File: config.mk
export PLATFORM = sky130hd
export DESIGN_NAME = pipe_exe_muldiv_ctrl
export DESIGN_NICKNAME = d
export VERILOG_FILES = /design/src/rtl/pipe_md_pkg.sv /design/src/rtl/md_iter_core.sv /design/src/rtl/pipe_exe_muldiv_ctrl.sv
export SDC_FILE = /design/constraint.sdc
export NUM_CORES = 1
export LEC_CHECK = 0
export BUFFER_PORTS_ARGS = -buffer_cell sky130_fd_sc_hd__buf_2
export CORE_MARGIN = 2
export CORE_UTILIZATION = 60
export CTS_CLUSTER_DIAMETER = 200
export DETAILED_ROUTE_END_ITERATION = 8
export HOLD_SLACK_MARGIN = 0.15
export PLACE_DENSITY = 0.81
export SYNTH_ARGS = -nofsm -noshare
export SYNTH_HDL_FRONTEND = slang
export SYNTH_SLANG_ARGS = --single-unit
File: constraint.sdc
create_clock -name clock -period 16 [get_ports clock]
set_input_delay 4.8 -clock clock [delete_from_list [all_inputs] [get_ports clock]]
set_output_delay 4.8 -clock clock [all_outputs]
set_load 0.03 [all_outputs]
File: src/rtl/pipe_md_pkg.sv
// ============================================================================
//  Module      : pipe_md_pkg
//  Description : Shared encodings for the EXE-stage multiply/divide sequencer.
//  Revision    : 1.0  initial release
// ============================================================================
`default_nettype none

package pipe_md_pkg;

   localparam int MD_ITER = 32;

   // EXE_md_op encodings
   localparam logic [1:0] MD_MULT  = 2'b00;
   localparam logic [1:0] MD_MULTU = 2'b01;
   localparam logic [1:0] MD_DIV   = 2'b10;
   localparam logic [1:0] MD_DIVU  = 2'b11;

   // sequencer states
   localparam logic [1:0] IDLE = 2'b00;
   localparam logic [1:0] RUN  = 2'b01;
   localparam logic [1:0] DONE = 2'b10;

endpackage

`default_nettype wire

File: src/rtl/md_iter_core.sv
// ============================================================================
//  Module      : md_iter_core
//  Description : One-bit-per-cycle shift-add multiply / restoring divide step.
//  Revision    : 1.0  initial release
// ============================================================================
`default_nettype none

module md_iter_core #(
   parameter int WIDTH = 32
) (
   input  logic             clock,
   input  logic             resetn,
   input  logic             load,
   input  logic             step,
   input  logic             is_div,
   input  logic [WIDTH-1:0] init_lo,
   input  logic [WIDTH-1:0] init_opnd,
   output logic [WIDTH-1:0] nxt_hi,
   output logic [WIDTH-1:0] nxt_lo
);

   logic [WIDTH-1:0] r_acc;
   logic [WIDTH-1:0] r_low;
   logic [WIDTH-1:0] r_opnd;

   logic [WIDTH-1:0] w_src_acc;
   logic [WIDTH-1:0] w_src_low;
   logic [WIDTH-1:0] w_opnd;
   logic [WIDTH:0]   w_sum;
   logic [WIDTH:0]   w_part;
   logic [WIDTH+1:0] w_diff;

   // A load also performs the first step, so the start cycle does useful work.
   assign w_src_acc = load ? '0        : r_acc;
   assign w_src_low = load ? init_lo   : r_low;
   assign w_opnd    = load ? init_opnd : r_opnd;

   assign w_sum  = {1'b0, w_src_acc} + (w_src_low[0] ? {1'b0, w_opnd} : '0);
   assign w_part = {w_src_acc, w_src_low[WIDTH-1]};
   assign w_diff = {1'b0, w_part} - {2'b00, w_opnd};

   always_comb begin
      nxt_hi = '0;
      nxt_lo = '0;
      if (is_div) begin
         if (w_diff[WIDTH+1]) begin
            nxt_hi = w_part[WIDTH-1:0];
            nxt_lo = {w_src_low[WIDTH-2:0], 1'b0};
         end else begin
            nxt_hi = w_diff[WIDTH-1:0];
            nxt_lo = {w_src_low[WIDTH-2:0], 1'b1};
         end
      end else begin
         nxt_hi = w_sum[WIDTH:1];
         nxt_lo = {w_sum[0], w_src_low[WIDTH-1:1]};
      end
   end

   always_ff @(posedge clock or negedge resetn) begin
      if (!resetn) begin
         r_acc  <= '0;
         r_low  <= '0;
         r_opnd <= '0;
      end else if (load || step) begin
         r_acc  <= nxt_hi;
         r_low  <= nxt_lo;
         r_opnd <= w_opnd;
      end
   end

endmodule

`default_nettype wire

File: src/rtl/pipe_exe_muldiv_ctrl.sv
// ============================================================================
//  Module      : pipe_exe_muldiv_ctrl
//  Description : EXE-stage mul/div sequencer owning HI/LO, with pipeline stall.
//  Revision    : 1.0  initial release
// ============================================================================
`default_nettype none

module pipe_exe_muldiv_ctrl
   import pipe_md_pkg::*;
#(
   parameter int WIDTH = MD_ITER,
   parameter int CNT_W = 5
) (
   input  logic             clock,
   input  logic             resetn,
   input  logic             EXE_md_start,
   input  logic [1:0]       EXE_md_op,
   input  logic [WIDTH-1:0] EXE_a,
   input  logic [WIDTH-1:0] EXE_b,
   input  logic             EXE_hi_we,
   input  logic             EXE_lo_we,
   input  logic [WIDTH-1:0] EXE_wdata,
   input  logic             EXE_flush,
   output logic             md_stall,
   output logic             md_done,
   output logic [WIDTH-1:0] hi,
   output logic [WIDTH-1:0] lo
);

   logic [1:0]       r_state;
   logic [CNT_W-1:0] r_cnt;
   logic [WIDTH-1:0] r_hi;
   logic [WIDTH-1:0] r_lo;
   logic             r_is_div;
   logic             r_neg_res;
   logic             r_neg_rem;
   logic             r_b_zero;
   logic [WIDTH-1:0] r_a_orig;

   logic             w_signed;
   logic             w_op_div;
   logic             w_start;
   logic             w_last;
   logic             w_mt_ok;
   logic [WIDTH-1:0] w_abs_a;
   logic [WIDTH-1:0] w_abs_b;
   logic [WIDTH-1:0] w_core_hi;
   logic [WIDTH-1:0] w_core_lo;
   logic [2*WIDTH-1:0] w_prod;
   logic [WIDTH-1:0] w_quot;
   logic [WIDTH-1:0] w_rem;
   logic [WIDTH-1:0] w_res_hi;
   logic [WIDTH-1:0] w_res_lo;

   assign w_signed = (EXE_md_op == MD_MULT) || (EXE_md_op == MD_DIV);
   assign w_op_div = (EXE_md_op == MD_DIV)  || (EXE_md_op == MD_DIVU);
   assign w_abs_a  = (w_signed && EXE_a[WIDTH-1]) ? -EXE_a : EXE_a;
   assign w_abs_b  = (w_signed && EXE_b[WIDTH-1]) ? -EXE_b : EXE_b;

   assign w_start  = (r_state != RUN) && EXE_md_start && !EXE_flush;
   assign w_last   = (r_state == RUN) && (r_cnt == CNT_W'(WIDTH-1)) && !EXE_flush;
   assign w_mt_ok  = (r_state != RUN) && !EXE_md_start && !EXE_flush;

   assign md_stall = (r_state == RUN) || w_start;
   assign md_done  = (r_state == DONE);
   assign hi       = r_hi;
   assign lo       = r_lo;

   md_iter_core #(
      .WIDTH     (WIDTH)
   ) u_core (
      .clock     (clock),
      .resetn    (resetn),
      .load      (w_start),
      .step      ((r_state == RUN) && !EXE_flush),
      .is_div    (w_start ? w_op_div : r_is_div),
      .init_lo   (w_abs_a),
      .init_opnd (w_abs_b),
      .nxt_hi    (w_core_hi),
      .nxt_lo    (w_core_lo)
   );

   // Sign fix-up on the final step's combinational result.
   assign w_prod = r_neg_res ? -{w_core_hi, w_core_lo} : {w_core_hi, w_core_lo};
   assign w_quot = r_neg_res ? -w_core_lo : w_core_lo;
   assign w_rem  = r_neg_rem ? -w_core_hi : w_core_hi;

   always_comb begin
      w_res_hi = w_prod[2*WIDTH-1:WIDTH];
      w_res_lo = w_prod[WIDTH-1:0];
      if (r_is_div) begin
         if (r_b_zero) begin
            w_res_hi = r_a_orig;
            w_res_lo = '1;
         end else begin
            w_res_hi = w_rem;
            w_res_lo = w_quot;
         end
      end
   end

   always_ff @(posedge clock or negedge resetn) begin
      if (!resetn) begin
         r_state   <= IDLE;
         r_cnt     <= '0;
         r_hi      <= '0;
         r_lo      <= '0;
         r_is_div  <= 1'b0;
         r_neg_res <= 1'b0;
         r_neg_rem <= 1'b0;
         r_b_zero  <= 1'b0;
         r_a_orig  <= '0;
      end else begin
         case (r_state)
            RUN: begin
               r_cnt <= r_cnt + CNT_W'(1);
               if (EXE_flush) begin
                  r_state <= IDLE;
               end else if (w_last) begin
                  r_state <= DONE;
                  r_hi    <= w_res_hi;
                  r_lo    <= w_res_lo;
               end
            end
            default: begin
               if (w_start) begin
                  // The start edge already completed step one.
                  r_state   <= RUN;
                  r_cnt     <= CNT_W'(1);
                  r_is_div  <= w_op_div;
                  r_neg_res <= w_signed && (EXE_a[WIDTH-1] ^ EXE_b[WIDTH-1]);
                  r_neg_rem <= w_signed && EXE_a[WIDTH-1];
                  r_b_zero  <= (EXE_b == '0);
                  r_a_orig  <= EXE_a;
               end else begin
                  r_state <= IDLE;
                  if (w_mt_ok && EXE_hi_we) r_hi <= EXE_wdata;
                  if (w_mt_ok && EXE_lo_we) r_lo <= EXE_wdata;
               end
            end
         endcase
      end
   end

endmodule

`default_nettype wire

[Yosys cells after proc, flatten, opt, wreduce, memory -nomap -nowiden]
Index checks and enable logic that the tools add are counted.
Operators by class
  $add $sub $neg: 8
  equality and inequality tests: 10
  multiplexer cells: 34
  bitwise gates (word level): 2
  reductions and logical operators: 26
Operator list (count)
  two-way mux 32 bit: 25
  negator 32 bit: 4
  two-way mux 64 bit: 1
  negator 64 bit: 1
  subtractor 33 x 32 -> 34 bit: 1
  adder 32 x 33 -> 33 bit: 1
  logical NOT 32 bit: 1
  logical AND 1 bit: 12
  two-way mux 5 bit: 2
  AND reduction 4 bit: 2
  == test 2 bit (second input constant): 3
  two-way mux 2 bit: 3
  != test 2 bit (second input constant): 3
  nonzero test 2 bit: 3
  adder 5 x 1 -> 5 bit (second input constant): 1
  == test 5 bit (second input constant): 1
  logical OR 1 bit: 4
  two-way mux 1 bit: 3
  != test 3 bit (second input constant): 1
  == test 2 x 1 -> 1 bit (second input constant): 1
  logical NOT 1 bit: 2
  logical NOT 2 bit: 1
  != test 2 x 1 -> 1 bit (second input constant): 1
  AND reduction 2 bit: 1
  other kinds (2): 2
Word-level totals
  flip-flop bits (word level): 203
  bits of input ports: 104
  output and inout port bits: 66
  word-level logic and storage cells: 92

[Logic depth before layout (Yosys ltp)]
Gate-level depths: netlist of run 1.
  word-level depth: 15
  gate-level depth with buffers: 37
  depth with buffers taken out: 31

[Hierarchy]
From an unflattened synthesis of run 1, not the netlist that was laid out.
Second synthesis, totals
  cell total of the unflattened synthesis: 2267
  area, all modules: 18088.6 um^2
Modules (own cells, without submodules)
  md_iter_core: instances 1, cells an instance 1101, area each 9146.3 um^2, sequential area each 2402.3 um^2
  pipe_exe_muldiv_ctrl: instances 1, cells an instance 1166, area each 8942.3 um^2, sequential area each 2677.6 um^2

[Least setup slack after synthesis of run 1]
Ideal clock, no wire load.
  path kind: in2reg
  start: input EXE_md_start
  end: register r_hi[22] (netlist: hi[22])
  arrival time: 12769 ps
  required time: 15878 ps
  setup slack: 3109 ps
  stages on the path: 36
  cell sequence: nor2b_1 nand2_1 clkbuf_1 clkbuf_1 clkbuf_1 clkbuf_1 clkbuf_1 clkbuf_1 clkbuf_1 clkbuf_1 a21oi_1 a21oi_1 ha_1 nor2b_1 o31a_1 o31ai_1 a2111oi_0 o2111ai_1 a21oi_1 nand3b_1 a21oi_1 clkbuf_1 a21oi_1 ha_1 nand3b_1 or3_1 or2_2 or3_1 or3_1 clkbuf_1 nor4_1 nand4_1 nand2_1 xnor2_1 a21oi_1 a32o_1
Between the ends
  word-level cells in the longest chain between the ends: 13
  elaborated cells between the ends (all ways): 29
  those cells by class: add/sub (4); eq/ne (1); mux (16); reduce/logical (8)
Ends and longest elaborated chain
  from (decl): line pipe_exe_muldiv_ctrl.sv:16  | input logic EXE_md_start,
  logical AND 1 bit (2 in series): line pipe_exe_muldiv_ctrl.sv:60  | assign w_start = (r_state != RUN) && EXE_md_start && !EXE_flush;
  two-way mux 32 bit, on equally long branches: line md_iter_core.sv:36, md_iter_core.sv:34, md_iter_core.sv:35
  two-way mux 32 bit / subtractor 33 x 32 -> 34 bit (equally long branches): line md_iter_core.sv:38, md_iter_core.sv:40
  adder 32 x 33 -> 33 bit / two-way mux 32 bit (equally long branches): line md_iter_core.sv:38, md_iter_core.sv:46
  two-way mux 32 bit: line md_iter_core.sv:45  | if (is_div) begin
  negator 32 bit: line pipe_exe_muldiv_ctrl.sv:86  | assign w_rem = r_neg_rem ? -w_core_hi : w_core_hi;
  two-way mux 32 bit: line pipe_exe_muldiv_ctrl.sv:86
  two-way mux 32 bit: line pipe_exe_muldiv_ctrl.sv:92  | if (r_b_zero) begin
  two-way mux 32 bit: line pipe_exe_muldiv_ctrl.sv:91  | if (r_is_div) begin
  two-way mux 32 bit: line pipe_exe_muldiv_ctrl.sv:119  | end else if (w_last) begin
  two-way mux 32 bit: line pipe_exe_muldiv_ctrl.sv:117  | if (EXE_flush) begin
  two-way mux 32 bit: line pipe_exe_muldiv_ctrl.sv:114  | case (r_state)
  to (signal assigned): line pipe_exe_muldiv_ctrl.sv:121  | r_hi <= w_res_hi;
  to (signal assigned): line pipe_exe_muldiv_ctrl.sv:137  | if (w_mt_ok && EXE_hi_we) r_hi <= EXE_wdata;
  to (decl): line pipe_exe_muldiv_ctrl.sv:32  | logic [WIDTH-1:0] r_hi;
Parallel ways exist; a longest one is shown, timed or not. The select of a mux whose other input is x is not followed.
A chain may end at the register's enable or synchronous reset.

[Worst setup path in the final report of run 1]
  start: input EXE_b[0]
  end: register r_hi[22] (netlist: hi[22])
Between the ends
  word-level cells in the longest chain between the ends: 13
  elaborated cells between the ends (all ways): 19
  those cells by class: add/sub (5); mux (14)
Ends and longest elaborated chain
  from (decl): line pipe_exe_muldiv_ctrl.sv:19  | input logic [WIDTH-1:0] EXE_b,
  negator 32 bit: line pipe_exe_muldiv_ctrl.sv:58  | assign w_abs_b = (w_signed && EXE_b[WIDTH-1]) ? -EXE_b : EXE_b;
  two-way mux 32 bit (*): line pipe_exe_muldiv_ctrl.sv:58
  two-way mux 32 bit (*): line md_iter_core.sv:36  | assign w_opnd = load ? init_opnd : r_opnd;
  two-way mux 32 bit / subtractor 33 x 32 -> 34 bit (equally long branches): line md_iter_core.sv:38, md_iter_core.sv:40
  adder 32 x 33 -> 33 bit / two-way mux 32 bit (equally long branches): line md_iter_core.sv:38, md_iter_core.sv:46
  two-way mux 32 bit: line md_iter_core.sv:45
  negator 32 bit: line pipe_exe_muldiv_ctrl.sv:86
  two-way mux 32 bit: line pipe_exe_muldiv_ctrl.sv:86
  two-way mux 32 bit: line pipe_exe_muldiv_ctrl.sv:92
  two-way mux 32 bit (*): line pipe_exe_muldiv_ctrl.sv:91
  two-way mux 32 bit (*): line pipe_exe_muldiv_ctrl.sv:119
  two-way mux 32 bit (*): line pipe_exe_muldiv_ctrl.sv:117
  two-way mux 32 bit (*): line pipe_exe_muldiv_ctrl.sv:114
Every way passes the cells marked *; elsewhere a longest branch is shown, timed or not. The select of a mux whose other input is x is not followed.

==> summary.txt, run 1 <==
Timing
  • Final Cycle Share: 82.6%
  • Final hold vios: 0
  • WHS: 472 ps
  • Final setup fails: 0
  • Setup Skew: 14.1 ps
  • RSZ-0062 raised after global routing: no
  • Slew headroom: 6.04%
  • Worst slew pin tran: 1390 ps
  • Final slew viol count: 0
  • Post-layout minimum cycle time: 13220 ps
  • Total negative slack: 0 ps
  • Fmax: 75.6 MHz

Synth
  • Mux contribution to synthesized area: 2.79%
  • Async set or reset register ratio after synthesis: 100%
  • Synth Instances: 2385
  • Synth Flop Type: dfrtp_1
  • Synth Area in Simple Gates: 23.7%
  • Post-synth EDFFs: 0
  • Largest area contributor in the netlist: dfrtp_1
  • Ys Warns: 0
  • Synth Area per Inst: 7.58 sq um
  • Syn nets: 2553
  • Largest family of logic cells by synthesized area: compound AO/OA/AOI/OAI gates
  • Compound-Gate Fraction of Synth Area: 27.2%
  • Sequential area share after synthesis: 28.1%
  • Unique masters post-synth: 102
  • Synth area leaders: dfrtp_1 (28%), nand2_1 (7.0%), o21ai_0 (6.4%)
  • Xor and xnor area share after synthesis: 8.57%
  • Adder-cell area share of the yosys netlist: 4.84%
  • Yosys reg bits: 203
  • Post-synth top area share: 28.1%
  • Synth Cell Area: 18100 sq um

Placement
  • Placed cells: 2822
  • Port Buf Inserts: 169
  • Final HPWL DP: 50.4 mm
  • Placer Congestion: 0.997

Global routing
  • Global route overflow: 0
  • GRT Total Usage: 42.3%
  • Largest net degree at the start of global routing: 77
  • Number of global-route vias before repair: 18100
  • Antenna violations before repair: 0
  • First-pass GRT wire length: 104 mm

Worst setup path
  • Critical Path Fanout Max: 17
  • Crit Path Category: in -> reg
  • Critical Path Slowest Stage Cell: nor4b_1
  • Critical Path RT: 16420 ps
  • CP most frequent cell: a21oi_1
  • Worst Setup Start Kind: primary input
  • Crit. End Element: flop
  • Worst path max stage delay: 850 ps
  • Critical path arrival: 13650 ps

Detailed routing
  • DR DRC count: 0
  • Via count: 19400
  • Detail Route Antenna Nets: 0
  • Router iterations before antenna repair: 7
  • Wire length per cell: 23.6 microns
  • Via/cell ratio: 6.77
  • WL final: 67.7 mm
  • 1st-iter DRT viols: 2491

Power
  • Switching Share: 50.4%
  • Peak supply drop: 0.108 mV
  • Clock network power share: 16.9%
  • Static Leakage: 8.91 nW
  • Pwr dens: 183 nW/um^2
  • Switching pwr: 1.85 mW
  • Logic pwr share: 61.7%
  • Part of the power in registers: 21.4%
  • Pint: 1.82 mW

Final layout
  • Fin nets: 2628
  • Synth-to-layout area growth: 10.6%
  • Ratio of cells with drive above 1 in the final layout: 13.2%
  • Final std cells w/o fill: 2869
  • Filler instances: 2579

CTS
  • Worst-Skew Late Latency: 540 ps
  • CTS Hold Buffers Added: 0
  • Clk slew on worst S/H paths: 60 ps
  • Deepest clock path buffer count: 3
  • Max H-tree Level: 1
  • CTS tree: done
  • CTS root buffer: clkbuf_16
  • Post-CTS Resized: 0
  • Total CTS buffers: 26
  • Post-CTS Setup Bufs: 0
  • Sink Count: 203

Status
  • Status: finished clean

Floorplan
  • Die span in y: 178 microns
  • # rows: 63
  • Full die area: 31600 sq um
  • Core area: 29600 sq um
  • Chip width: 178 microns
  • Starting density of the core: 61.0%
  • # IOs: 170

Job
  • Maxcap violations: 0

Min path
  • Worst min path class: reg -> reg
==> power by group through the flow <==
stage / clock (mW) / combinational (mW) / sequential, mW
global route: 0.640 / 2.44 / 0.797
CTS: 0.619 / 2.20 / 0.777
detailed placement: 0 / 2.19 / 0.784
finish: 0.620 / 2.26 / 0.785
global placement: 0 / 2.16 / 0.781
floorplan: 0 / 1.50 / 0.839
==> layout make-up <==
type | instances | area [sq um] | share of cell area, %
Antenna cell | 1 | 2.50 | 0.0125
Multi-Input combinational cell | 1957 | 12200 | 60.9
Inverter | 68 | 255 | 1.28
Timing Repair Buffer | 204 | 1120 | 5.58
Clock inverter | 10 | 129 | 0.644
Clock buffer | 36 | 759 | 3.79
Sequential cell | 203 | 5080 | 25.4
Tap cell | 390 | 488 | 2.44
==> state kept, by name, summed over array words and instances, names as in the netlist <==
register	count
lo	32
r_neg_res	1
r_b_zero	1
r_state	2
hi	32
r_a_orig	32
r_cnt	5
u_core.r_low	32
r_is_div	1
u_core.r_opnd	32
r_neg_rem	1
u_core.r_acc	32
==> layout by cell type (no fill, tap or decap), drive strengths merged, types with 9 or more instances in the layout <==
master	n
o41ai	10
a31oi	36
a21o	39
o21bai	9
nand3	49
nand2b	26
or4	17
nor2b	29
a211oi	21
o21ai	237
o21a	13
xor2	80
xnor2	97
a221oi	14
mux2	20
o22ai	46
mux2i	28
nand4	22
nand2	340
inv	68
and3	26
clkbuf	37
dfrtp	203
ha	62
and2	37
or3	33
nor2	202
buf	203
a21oi	178
o211ai	24
o31ai	41
nor3	40
or2	19
nor4	17
==> kinds of logic after synthesis <==
logic type / Yosys count
flip-flops: 203
XOR/XNOR: 177
multiplexers: 48
adder cells (fa/ha/maj): 70
buffers and inverters: 225
AO/OA/AOI/OAI: 770
AND/OR/NAND/NOR: 892
==> cell usage after synthesis (7+ instances only) <==
master     number
o211a_1         7
nand2_1       339
and3_1         26
or2_2          14
a21oi_1       178
a211oi_1       20
or3_1          32
o211ai_1       24
o21ai_0       231
o21a_1         13
a221oi_1       13
o41ai_1         9
a2111oi_0       8
nand2b_1       26
clkbuf_1      130
a31oi_1        36
nand4_1        21
xor2_1         80
xnor2_1        97
ha_1           62
mux2i_1        28
nor3_1         38
buf_1          17
dfrtp_1       203
mux2_2         20
or4_1          15
nor2_1        201
a21o_1         39
o31ai_1        38
o22ai_1        45
o21bai_1        9
nor4_1         15
nand3_1        49
and2_1         36
inv_1          67
nor2b_1        29
==> final timing paths <==
kind                              from          endpoint  slack, ps  cells past startpoint
hold / removal             r_a_orig[0]       r_a_orig[0]        470                      2
hold reg to reg            r_a_orig[0]       r_a_orig[0]        470                      2
max in group asynchronous       resetn          r_cnt[2]       9490                      3
min in group asynchronous       resetn  u_core.r_opnd[7]       4270                      1
setup / recovery              EXE_b[0]            hi[22]       2780                     33
setup reg to reg            r_state[1]            hi[22]       7490                     26
==> per-stage QoR <==
stage                     total power, mW  util (%)  area (sq um)  worst slack [ps]
after floorplan                      2.34         -         18100              3110
after global placement               2.94      64.5         19100              2970
after detailed placement             2.97      64.5         19100              2610
after CTS                            3.60      67.5         20000              3100
after global routing                 3.88      67.5         20000              2180
final                                3.67      67.5         20000              2780
==> layer usage <==
| metal | GRT usage (%) | routed length (microns) | vias up |
|---|---|---|---|
| li1 | - | - | 8759 |
| met1 | 59.3 | 27300 | 9241 |
| met2 | 63.9 | 29700 | 1205 |
| met3 | 8.12 | 7610 | 217 |
| met4 | 17.6 | 3100 | 0 |
| met5 | 0 | 0 | - |
==> worst max-delay path, delay by kind of cell <==
| kind | cells | cell delay, ps |
|---|---|---|
| buffers and inverters | 3 | 430 |
| adder cells (fa/ha/maj) | 3 | 860 |
| AND/OR/NAND/NOR | 16 | 5090 |
| XOR/XNOR | 2 | 320 |
| AO/OA/AOI/OAI | 9 | 2130 |
Power figures use the tool's default switching activity.
==> inputs of run 2 (changes only) <==
--- a/config.mk
+++ b/config.mk
@@ -5,13 +5,14 @@
 export SDC_FILE = /design/constraint.sdc
 export NUM_CORES = 1
 export LEC_CHECK = 0
+export ABC_AREA = 1
 export BUFFER_PORTS_ARGS = -buffer_cell sky130_fd_sc_hd__buf_2
 export CORE_MARGIN = 2
 export CORE_UTILIZATION = 60
 export CTS_CLUSTER_DIAMETER = 200
 export DETAILED_ROUTE_END_ITERATION = 8
 export HOLD_SLACK_MARGIN = 0.15
-export PLACE_DENSITY = 0.81
+export PLACE_DENSITY = 0.8
 export SYNTH_ARGS = -nofsm -noshare
 export SYNTH_HDL_FRONTEND = slang
 export SYNTH_SLANG_ARGS = --single-unit
==> constraint.sdc (replaced) <==
create_clock -name clock -period 12.4 [get_ports clock]
set_input_delay 3.72 -clock clock [delete_from_list [all_inputs] [get_ports clock]]
set_output_delay 3.72 -clock clock [all_outputs]
set_load 0.03 [all_outputs]
==> run 2 against run 1 <==
  * Sequential power rose by 31%
  * The flow now finishes with violations (design-rule violations)
  * Combinational power rose by 72%
  * Critical endpoint is now hi[18]
  * Worst setup slack got worse by 640 ps
  * Largest power group unchanged
  * Non-clock buffer count fell by 12
  * Synthesized area rose by 6.7%
  * Wire length rose by 15%
==> summary.txt, run 2 <==
Status
  • Status: finished with violations
  • Failing checks: design-rule violations

CTS
  • Post-CTS Resized: 0 (unchanged)
  • Deepest clock path buffer count: 3 (unchanged)
  • CTS root buffer: clkbuf_16
  • CTS Hold Buffers Added: 0 (unchanged)
  • Worst-Skew Late Latency: 560 ps (+20 ps)
  • Total CTS buffers: 25 (-3.8%)
  • Sink Count: 203 (unchanged)
  • Post-CTS Setup Bufs: 0 (unchanged)
  • Max H-tree Level: 1 (unchanged)
  • CTS tree: done
  • Clk slew on worst S/H paths: 60 ps (about the same)

Synth
  • Synth Cell Area: 19300 sq um (+6.7%)
  • Sequential area share after synthesis: 26.3% (-1.8 points)
  • Largest area contributor in the netlist: dfrtp_1
  • Synth Instances: 3182 (+33%)
  • Unique masters post-synth: 59 (-42%)
  • Yosys reg bits: 203 (unchanged)
  • Post-synth EDFFs: 0 (unchanged)
  • Synth Area per Inst: 6.07 sq um (-20%)
  • Syn nets: 3350 (+31%)
  • Synth Flop Type: dfrtp_1
  • Synth area leaders: dfrtp_1 (26%), nand2_1 (17%), nor2_1 (7.7%)
  • Ys Warns: 0 (unchanged)
  • Async set or reset register ratio after synthesis: 100% (unchanged)
  • Count leader, synth: nand2_1
  • Post-synth top area share: 26.3% (-1.8 points)
  • Post-synth top cells: nand2_1 (889), nor2_1 (394), inv_1 (331)

Detailed routing
  • WL final: 78.1 mm (+15%)
  • Wire length per cell: 21.1 microns (-11%)
  • Router iterations before antenna repair: 9 (+2)
  • DR DRC count: 1 (+1)
  • 1st-iter DRT viols: 3821 (+53%)
  • Via/cell ratio: 6.23 (-8.0%)
  • Via count: 23000 (+19%)
  • Detail Route Antenna Nets: 0 (unchanged)

Timing
  • Final setup fails: 0 (unchanged)
  • Total negative slack: 0 ps (unchanged)
  • Fmax: 97.5 MHz
  • Setup ws final: 2140 ps (-636 ps)
  • Post-layout minimum cycle time: 10260 ps
  • Worst slew pin tran: 1340 ps (-50.1 ps)
  • Final hold vios: 0 (unchanged)
  • Slew headroom: 9.56% (+3.5 points)
  • Final Cycle Share: 82.7%
  • RSZ-0062 raised after global routing: no
  • Setup Skew: 20.0 ps (+5.84 ps)
  • Final slew viol count: 0 (unchanged)

Floorplan
  • # rows: 65 (+3.2%)
  • Full die area: 33600 sq um (+6.6%)
  • Starting density of the core: 61.0% (about the same)
  • Chip width: 183 microns (+3.2%)
  • Die span in y: 183 microns (+3.2%)
  • Core area: 31600 sq um (+6.7%)
  • # IOs: 170 (unchanged)

Final layout
  • Number of diodes: 0 (-1)
  • Synth-to-layout area growth: 9.40%
  • Ratio of cells with drive above 1 in the final layout: 12.1% (-1.1 points)
  • Filler instances: 2907 (+13%)
  • Most frequent cells in the layout: nand2_1 (889), nor2_1 (394), inv_1 (330)
  • Fin nets: 3445 (+31%)
  • Commonest non-fill, non-tap cell in the layout: nand2_1
  • Final std cells w/o fill: 3697 (+29%)

Job
  • Maxcap violations: 0 (unchanged)

Worst setup path
  • Reg-to-Reg End: hi[18]
  • FF-to-FF setup slack: 4840 ps (-2650 ps)
  • Worst path max stage delay: 480 ps (-370 ps)
  • Critical Path RT: 12820 ps (-3600 ps)
  • R2R cell count: 36 (+38%)
  • Worst Setup Start Kind: primary input
  • Reg2Reg Launch Point: r_state[1]
  • Critical Path Fanout Max: 23 (+6)
  • Crit Path Category: in -> reg
  • Crit. End Element: flop
  • Critical path arrival: 10670 ps (-2980 ps)
  • Critical Path Slowest Stage Cell: ha_1

Global routing
  • Antenna violations before repair: 1 (+1)
  • First-pass GRT wire length: 119 mm (+15%)
  • GRT Total Usage: 45.7% (+3.4 points)
  • Largest net degree at the start of global routing: 96 (+25%)
  • Global route overflow: 0 (unchanged)
  • Number of global-route vias before repair: 20900 (+16%)

Min path
  • Hold EP: u_core.r_opnd[3]
  • Worst Min Path Start: u_core.r_opnd[3]
  • Hold Path Cell Cnt: 2 (unchanged)
  • Worst min path class: reg -> reg

Placement
  • Final HPWL DP: 59.5 mm (+18%)
  • Placer Congestion: 1.11 (+12%)
  • Port Buf Inserts: 169 (unchanged)
  • Pre-CTS worst setup slack: 1920 ps (-696 ps)
  • Placed cells: 3652 (+29%)

Power
  • Peak supply drop: 0.182 mV (+69%)
  • Pwr dens: 272 nW/um^2 (+48%)
  • Static Leakage: 10.7 nW (+20%)
==> run 2: changes by cell type after synthesis, sizes merged, moves of 35 or more <==
cell	previous run	this run
xnor2	97	12
and2	37	2
a21o	39	3
nand3	49	276
inv	68	352
nor2	202	428
a21oi	178	260
nand2	340	944
clkbuf	130	71
xor2	80	43
o31ai	41	4
o22ai	46	1
==> run 2: metrics by stage <==
stage               hold slack (ps)  power [mW]  area, sq um  utilization, %
floorplan                       443        3.58        19300               -
global placement                459        4.62        20200            64.0
detailed placement              465        4.68        20200            64.0
CTS                             478        5.52        21100            66.8
global route                    501        6.06        21100            66.8
finish                          477        5.74        21100            66.8
==> run 2: area by class of cell <==
class	instances	area, sq um	area share (%)
multi-input cells	2500	12300	58.2
flip-flops and latches	203	5080	24.1
inverters	355	1340	6.32
repair buffers	192	1030	4.86
clock buffers	32	682	3.23
well taps	402	503	2.38
clock inverters	13	206	0.977
==> run 2: worst max-delay path: cells and delay by family <==
family / cells / cell delay (ps)
and+or+nand+nor: 23 / 4290
AOI/OAI and AO/OA: 6 / 1080
buffers and inverters: 6 / 910
adders and majority gates: 2 / 660
==> run 2: worst max-delay path by stage <==
stage / start / to / slack, ps / cells past startpoint
global route: EXE_b[17] / hi[18] / 1680 / 40
finish: EXE_md_op[0] / hi[18] / 2140 / 37
floorplan: EXE_flush / hi[4] / 2840 / 45
detailed placement: EXE_md_op[0] / hi[18] / 1920 / 37
CTS: EXE_md_op[0] / hi[18] / 2450 / 37
global placement: EXE_md_op[0] / hi[18] / 2130 / 37
==> run 2: where the power goes <==
group / internal (mW) / switching, mW
registers: 0.881 / 0.144
clock network: 0.493 / 0.326
logic: 1.06 / 2.83
==> run 2: logic make-up after synthesis <==
family,after synthesis,share of synthesized area (%)
buffers and inverters,479,10.0
adders and majority gates,64,4.23
and+or+nand+nor,1783,40.1
DFF,203,26.3
xor gates and xnor gates,55,2.50
AOI/OAI and AO/OA,598,16.8
==> run 2: metal layers <==
metal  wire length [microns]  track usage, %  vias up  part of all wire, %
li1                        -               -    10500                    -
met1                   31300            63.2    10500                   40
met2                   31200            65.8     1716                   40
met3                   11900            16.1      277                   15
met4                    3600            16.5        2                  4.6
met5                       9               0        -                0.012
